**src/rtl/pipelined_adder_pkg.sv**
```systemverilog
// Shared arithmetic helpers for the pipelined adder: chunk sizing and
// configuration legality.
package pipelined_adder_pkg;

    localparam int DEFAULT_WIDTH  = 16;
    localparam int DEFAULT_STAGES = 4;

    // Bits resolved per pipeline stage.
    function automatic int chunk_width(input int width, input int stages);
        return (stages >= 1) ? (width / stages) : width;
    endfunction

    // Legal when there is at least one stage, the adder is at least two bits
    // wide and the width splits evenly into chunks.
    function automatic bit config_ok(input int width, input int stages);
        if (stages < 1) begin
            return 1'b0;
        end
        return (width >= 2) && ((width % stages) == 0);
    endfunction

endpackage

```
**src/rtl/adder_slice.sv**
```systemverilog
// Combinational ripple-carry adder for one chunk of the pipelined adder.
module adder_slice #(
    parameter int W = 4
) (
    input  logic [W-1:0] a,
    input  logic [W-1:0] b,
    input  logic         ci,
    output logic [W-1:0] sum,
    output logic         co
);

    logic [W:0] carry;

    // Ripple the carry bit by bit through the chunk.
    always_comb begin
        // NOTE: every variable written here gets a default first, so no path
        // leaves one unassigned and no latch is inferred.
        sum      = '0;
        carry    = '0;
        carry[0] = ci;
        for (int i = 0; i < W; i++) begin
            sum[i]       = a[i] ^ b[i] ^ carry[i];
            carry[i + 1] = (a[i] & b[i]) | (carry[i] & (a[i] ^ b[i]));
        end
    end

    assign co = carry[W];

endmodule

```
**src/rtl/pipelined_adder.sv**
```systemverilog
// Pipelined WIDTH-bit adder resolving one CHUNK per stage, with a single
// global stall and valid/ready handshakes on both sides.
module pipelined_adder
    import pipelined_adder_pkg::*;
#(
    parameter int WIDTH  = DEFAULT_WIDTH,
    parameter int STAGES = DEFAULT_STAGES
) (
    input  logic             clk,
    input  logic             rst_n,
    input  logic             in_valid,
    output logic             in_ready,
    input  logic [WIDTH-1:0] i1,
    input  logic [WIDTH-1:0] i2,
    input  logic             cin,
    output logic             out_valid,
    input  logic             out_ready,
    output logic [WIDTH-1:0] s,
    output logic             c,
    output logic             ovf
);

    localparam int CHUNK = chunk_width(WIDTH, STAGES);

    if (!config_ok(WIDTH, STAGES)) begin : g_cfg_error
        $error("pipelined_adder: WIDTH must be >= 2 and a multiple of STAGES >= 1");
    end

    logic adv;

    // The whole pipeline moves together whenever the output slot is empty or drained.
    assign adv      = !out_valid || out_ready;
    assign in_ready = adv;

    for (genvar k = 0; k < STAGES; k++) begin : g_stage
        // Operand bits still unresolved on entry, and sum bits resolved on exit.
        localparam int IN_W   = WIDTH - k * CHUNK;
        localparam int DONE_W = (k + 1) * CHUNK;

        logic              valid_in;
        logic              ci_in;
        logic [IN_W-1:0]   a_in;
        logic [IN_W-1:0]   b_in;
        logic [CHUNK-1:0]  chunk_sum;
        logic              chunk_co;
        logic [DONE_W-1:0] sum_d;

        logic              valid_q;
        logic              carry_q;
        logic [DONE_W-1:0] sum_q;

        if (k == 0) begin : g_src
            assign valid_in = in_valid;
            assign ci_in    = cin;
            assign a_in     = i1;
            assign b_in     = i2;
            assign sum_d    = chunk_sum;
        end else begin : g_src
            assign valid_in = g_stage[k-1].valid_q;
            assign ci_in    = g_stage[k-1].carry_q;
            assign a_in     = g_stage[k-1].g_fwd.opa_q;
            assign b_in     = g_stage[k-1].g_fwd.opb_q;
            assign sum_d    = {chunk_sum, g_stage[k-1].sum_q};
        end

        // The chunk to resolve here always sits at bit 0 of the forwarded operands.
        adder_slice #(
            .W (CHUNK)
        ) u_slice (
            .a   (a_in[CHUNK-1:0]),
            .b   (b_in[CHUNK-1:0]),
            .ci  (ci_in),
            .sum (chunk_sum),
            .co  (chunk_co)
        );

        // Stage register: valid bit, sum chunks resolved so far, carry out of this chunk.
        always_ff @(posedge clk) begin
            // NOTE: reset is synchronous, so it is tested inside the clocked block;
            // non-blocking assignments make every stage load its predecessor's
            // pre-edge value regardless of block evaluation order.
            if (!rst_n) begin
                valid_q <= 1'b0;
                carry_q <= 1'b0;
                sum_q   <= '0;
            end else if (adv) begin
                valid_q <= valid_in;
                carry_q <= chunk_co;
                sum_q   <= sum_d;
            end
        end

        if (IN_W > CHUNK) begin : g_fwd
            logic [IN_W-CHUNK-1:0] opa_q;
            logic [IN_W-CHUNK-1:0] opb_q;

            // Forward the unresolved operand chunks, shifted so the next one lands at bit 0.
            always_ff @(posedge clk) begin
                if (!rst_n) begin
                    opa_q <= '0;
                    opb_q <= '0;
                end else if (adv) begin
                    opa_q <= a_in[IN_W-1:CHUNK];
                    opb_q <= b_in[IN_W-1:CHUNK];
                end
            end
        end

        if (k == STAGES - 1) begin : g_flag
            logic ovf_q;

            // Signed overflow: like-signed operands whose sum flips the sign bit.
            always_ff @(posedge clk) begin
                if (!rst_n) begin
                    ovf_q <= 1'b0;
                end else if (adv) begin
                    ovf_q <= (a_in[IN_W-1] == b_in[IN_W-1]) &&
                             (chunk_sum[CHUNK-1] != a_in[IN_W-1]);
                end
            end
        end
    end

    assign out_valid = g_stage[STAGES-1].valid_q;
    assign s         = g_stage[STAGES-1].sum_q;
    assign c         = g_stage[STAGES-1].carry_q;
    assign ovf       = g_stage[STAGES-1].g_flag.ovf_q;

endmodule

```
**config.mk**
```make
export PLATFORM = sky130hd
export DESIGN_NAME = pipelined_adder
export DESIGN_NICKNAME = d
export VERILOG_FILES = /design/src/rtl/pipelined_adder_pkg.sv /design/src/rtl/adder_slice.sv /design/src/rtl/pipelined_adder.sv
export SDC_FILE = /design/constraint.sdc
export NUM_CORES = 1
export LEC_CHECK = 0
export BUFFER_PORTS_ARGS = -buffer_cell sky130_fd_sc_hd__buf_2
export CAP_MARGIN = 10
export CORE_UTILIZATION = 55
export DETAILED_ROUTE_END_ITERATION = 8
export PLACE_DENSITY_LB_ADDON = 0.05
export SYNTH_ARGS = -nofsm -noshare
export SYNTH_HDL_FRONTEND = slang
export SYNTH_HIERARCHICAL = 1
export SYNTH_SLANG_ARGS = --single-unit
export TNS_END_PERCENT = 50
```
**constraint.sdc**
```tcl
create_clock -name clk -period 3.1 [get_ports clk]
set_input_delay 0.155 -clock clk [delete_from_list [all_inputs] [get_ports clk]]
set_output_delay 0.155 -clock clk [all_outputs]
set_load 0.02 [all_outputs]
```
## Word level (Yosys, flattened, before mapping)

Cells that the tools add are included.

| word-level totals | value |
|---|---|
| bits in registers | 97 |
| bits in latches | 0 |
| memory bits (writable) | 0 |
| memory bits (read-only) | 0 |
| bits of input ports | 37 |
| logic and storage cells | 104 |
| memories kept | 0 |

| operators by class | value |
|---|---|
| add/subtract/negate cells | 0 |
| multiply operators | 0 |
| divide/modulo/power cells | 0 |
| order comparisons | 0 |
| equality and inequality tests | 2 |
| shift operators | 0 |
| muxes and demuxes | 0 |
| bitwise logic cells | 80 |
| reduce and logical (&&, ||, !) cells | 3 |

Operator list:

| kind | count |
|---|---|
| 1-bit bitwise AND | 32 |
| 1-bit bitwise XOR | 32 |
| 1-bit bitwise OR | 16 |
| 1-bit equality test | 1 |
| 1-bit logical AND | 1 |
| 1-bit zero test | 1 |
| 1-bit logical OR | 1 |
| 1-bit != test | 1 |

## Logic depth before layout (Yosys ltp)

| logic depth | value |
|---|---|
| depth in word-level cells | 10 |
| gate-level depth with buffers | 10 |
| depth with buffers taken out | 10 |

## Hierarchy

Netlist, hierarchy kept.

By module, submodules not included:

| module | times used | cells each | area each (um^2) |
|---|---|---|---|
| pipelined_adder | 1 | 420 | 3736.1 |
| adder_slice | 4 | 14 | 117.6 |

## Worst setup path after synthesis

Ideal clock, no wire load.

| timing path | value |
|---|---|
| kind | register to register |
| start | register g_stage[2].g_fwd.opa_q[0] |
| end | register g_stage[3].g_flag.ovf_q (netlist: ovf) |
| library setup time | 0.074 ns |
| arrival time | 2.413 ns |
| path slack | 0.612 ns |
| stages on the path, launching flop included | 11 |
| period minus slack after synthesis | 2.488 ns |
| cell sequence | dfxtp_1 > fa_1 > inv_1 > fa_1 > inv_1 > fa_1 > inv_1 > fa_1 > inv_1 > or3b_2 > a31oi_1 |

| on the way | value |
|---|---|
| longest elaborated chain between the ends | 10 |
| elaborated cells between the ends (all ways) | 11 |
| classes of those cells | eq/ne: 1; bitwise: 9; reduce/logical: 1 |

RTL lines:

| element | line | RTL |
|---|---|---|
| start: declaration | pipelined_adder.sv:94 | `logic [IN_W-CHUNK-1:0] opa_q;` |
| start signal: assignment | pipelined_adder.sv:103 | `opa_q <= a_in[IN_W-1:CHUNK];` |
| 1-bit bitwise XOR | adder_slice.sv:23 | `carry[i + 1] = (a[i] & b[i]) \| (carry[i] & (a[i] ^ b[i]));` |
| 1-bit bitwise AND | adder_slice.sv:23 |  |
| 1-bit bitwise OR (*) | adder_slice.sv:23 |  |
| 1-bit bitwise AND (*) | adder_slice.sv:23 |  |
| 1-bit bitwise OR (*) | adder_slice.sv:23 |  |
| 1-bit bitwise AND (*) | adder_slice.sv:23 |  |
| 1-bit bitwise OR (*) | adder_slice.sv:23 |  |
| 1-bit bitwise XOR (*) | adder_slice.sv:22 | `sum[i] = a[i] ^ b[i] ^ carry[i];` |
| via g_stage[3].chunk_sum[3] | pipelined_adder.sv:44 | `logic [CHUNK-1:0] chunk_sum;` |
| 1-bit != test (*) | pipelined_adder.sv:118 | `(chunk_sum[CHUNK-1] != a_in[IN_W-1]);` |
| 1-bit logical AND (*) | pipelined_adder.sv:117 | `ovf_q <= (a_in[IN_W-1] == b_in[IN_W-1]) &&` |
| end signal: assignment | pipelined_adder.sv:117 |  |
| end: declaration | pipelined_adder.sv:110 | `logic ovf_q;` |

Mark *: on every way through the listed nets, which the timed path passes. The rest lies on a longest branch.
A chain may end at the register's enable or synchronous reset.

## Final worst setup path

Ends and elaborated chain as after synthesis.

==> impl_metrics.json <==
{
  "critPathCaptureType": "flip-flop",
  "period_needed_ps": 2630,
  "port_buffers": 56,
  "cts_setup_buffers": 0,
  "finalWirelength_um": 6940,
  "dieWidth_um": 89.5,
  "cts_buffers": 9,
  "start_kind": "flip-flop",
  "grt_usage_pct": 19.4,
  "synth_top_family_by_area": "compound AO/OA/AOI/OAI gates",
  "r2r_end": "ovf$_SDFFE_PN0P_",
  "initial_core_util_pct": 57.4,
  "synth_simple_gate_area_share_pct": 17.7,
  "dp_hpwl_um": 4390,
  "cts_root_buf": "clkbuf_8",
  "ant_nets": 0,
  "seq_area_frac_synth_pct": 46.2,
  "crit_buf_inv": 4,
  "vias": 2984,
  "vdd_drop_max_uv": 253,
  "drc": 0,
  "viasPerCell": 4.83,
  "grt_pass1_vias": 2794,
  "nNetsFinal": 568,
  "max_stage_delay_ps": 440,
  "setup_viol": 0,
  "cts_tree": "done",
  "cp_max_fo": 3,
  "cap_violations": 0,
  "syn_area_per_cell_sq_um": 8.84,
  "tightest_slew_ps": 940,
  "synth_mux_area_share_pct": 0,
  "clock_sink_count": 97,
  "timing_worst_setup_path_type": "reg2reg",
  "grt.overflow.total": 0,
  "clk_pin_slew_ps": 90,
  "pre_cts_ws_ps": 471,
  "synth_area_sq_um": 4210,
  "power_mw": 2.48,
  "synth-xor-area-share_pct": 0,
  "yosysWarnings": 6,
  "holdCritPathClass": "in2reg",
  "drive_gt1_share_pct": 20.2,
  "grt_pass1_wl_um": 11900,
  "clockBufferDepth": 2,
  "p_per_area_nw_per_um2": 531,
  "htree_levels": 3,
  "slew_headroom_pct": 37.3,
  "rsz0062_at_grt": "false",
  "crit_path_top_delay_cell": "or3b_2",
  "worstHoldEndpoint": "g_stage[0].valid_q$_SDFFE_PN0P_",
  "finalWorstSetupSlack_ps": 468,
  "status": "finished, final reports clean",
  "dieArea_sq_um": 8000,
  "finalSetupTns_ps": 0,
  "antenna_found_initial": 0,
  "min_delay_path_depth": 3,
  "r2r_cells": 10,
  "hp-start": "in_valid",
  "gp_congestion": 0.723,
  "hold_viol": 0,
  "synth_fp_nets": 529,
  "synth_fa_ha_area_share_pct": 7.61,
  "synth_compound_area_share_pct": 20.0,
  "wl_per_cell_um": 11.2,
  "fin_crit_sh_pct": 84.9,
  "cts-hold-fix-buffers": 0,
  "fp.dieH_um": 89.5,
  "crit_arrival_ps": 2910,
  "insertion_delay_ps": 350,
  "timing.fmax_ghz": 0.380,
  "cts_resized": 0,
  "synth_seq_cells": 97,
  "ios": 57,
  "crit_family": "adder cells",
  "synth_cell_types": 19,
  "slew_violations": 0,
  "rows": 31,
  "core_region_area_sq_um": 7330,
  "drt-initial-drc-count": 156,
  "syn_to_final_growth_pct": 10.8,
  "r2r_start": "g_stage[2].g_fwd.opa_q[0]$_SDFFE_PN0P_",
  "leakagePower_nw": 1.97,
  "fin_skew_ps": 10.6,
  "crit_path_cell_trace": "fa_1 -> inv_1 -> fa_1 -> inv_1 -> fa_1 -> inv_1 -> fa_1 -> inv_1 -> or3b_2 -> a31oi_1",
  "crit_required_ps": 3380,
  "drt-pass1-iter-count": 4,
  "insertedDiodeCount": 0,
  "synth_cells": 476,
  "reg2reg_slack_ps": 470,
  "grt_max_degree": 99
}
[final cells by class]
type,instances,area (sq um)
fillers,689,2670
flip-flops and latches,97,1940
multi-input cells,307,1900
repair buffers,59,303
clock buffers,13,169
inverters,41,159
well taps,99,124
clock inverters,2,60.1
[worst min-delay path: stages]
cell	delay, ps
buf_2	100
nand2_1	40
a21boi_0	60
[state kept, by name, summed over array words and instances, names as in the netlist]
register	flops
s	16
g_stage.valid_q	3
ovf	1
g_stage.g_fwd.opa_q	24
out_valid	1
g_stage.carry_q	3
g_stage.sum_q	24
g_stage.g_fwd.opb_q	24
c	1
[through the flow]
step | std cells | hold WS [ps] | util, % | instance area, sq um
2_1_floorplan | 476 | 302 | - | 4210
3_3_place_gp | 603 | 408 | 60.5 | 4430
3_5_place_dp | 603 | 416 | 60.5 | 4430
4_1_cts | 618 | 34.3 | 63.6 | 4660
5_1_grt | 618 | 34.8 | 63.6 | 4660
6_report | 618 | 47.1 | 63.6 | 4660
[cell usage in the layout, fill, tap and decap left out, types with 2 or more instances in the layout]
master and count:
clkbuf_8 12, buf_4 3, dfxtp_1 97, a21boi_0 60
inv_1 40, a21boi_2 29, buf_2 56, nand2_1 190
a21boi_1 6, fa_1 16, bufinv_16 2
[kinds of logic (layout without fill, tap and decap cells)]
group | Yosys count | in the layout
simple gates | 193 | 193
compound gates | 98 | 98
flops | 97 | 97
buf+inv | 72 | 115
fa+ha+maj | 16 | 16
[worst max path at each step]
stage | cells past startpoint | from | slack [ps] | to
floorplan | 10 | g_stage[2].g_fwd.opa_q[0]$_SDFFE_PN0P_ | 610 | ovf$_SDFFE_PN0P_
global placement | 10 | g_stage[2].g_fwd.opa_q[0]$_SDFFE_PN0P_ | 570 | ovf$_SDFFE_PN0P_
detailed placement | 10 | g_stage[2].g_fwd.opa_q[0]$_SDFFE_PN0P_ | 470 | ovf$_SDFFE_PN0P_
CTS | 10 | g_stage[2].g_fwd.opa_q[0]$_SDFFE_PN0P_ | 470 | ovf$_SDFFE_PN0P_
global route | 10 | g_stage[2].g_fwd.opa_q[0]$_SDFFE_PN0P_ | 340 | ovf$_SDFFE_PN0P_
finish | 10 | g_stage[2].g_fwd.opa_q[0]$_SDFFE_PN0P_ | 470 | ovf$_SDFFE_PN0P_
[where the power goes]
part	switching, mW	internal (mW)
Combinational	0.110	0.0978
Sequential	0.0352	1.31
Clock	0.402	0.517
[layer usage]
| metal | global-route usage [%] | routed length, um | up-vias |
|---|---|---|---|
| met5 | 0 | 0 | - |
| met4 | 7.79 | 106 | 0 |
| met3 | 3.60 | 192 | 11 |
| met2 | 31.2 | 3090 | 46 |
| met1 | 25.8 | 3560 | 1377 |
| li1 | - | - | 1550 |
[synthesized netlist by cell type]
master,n,area share [%]
or3b_2,1,0.21
clkbuf_2,1,0.12
buf_6,6,1.6
nand3b_1,1,0.18
o21ai_0,1,0.12
o21a_1,1,0.18
inv_1,40,3.6
fa_1,16,7.6
dfxtp_1,97,46
a31oi_1,1,0.15
clkbuf_1,9,0.80
a21boi_2,29,7.8
nor2b_4,1,0.33
a21boi_0,60,11
inv_6,1,0.21
buf_4,8,1.4
a21boi_1,6,1.1
buf_2,7,0.83
nand2_1,190,17
No activity file was read; power rests on OpenSTA's default activity.
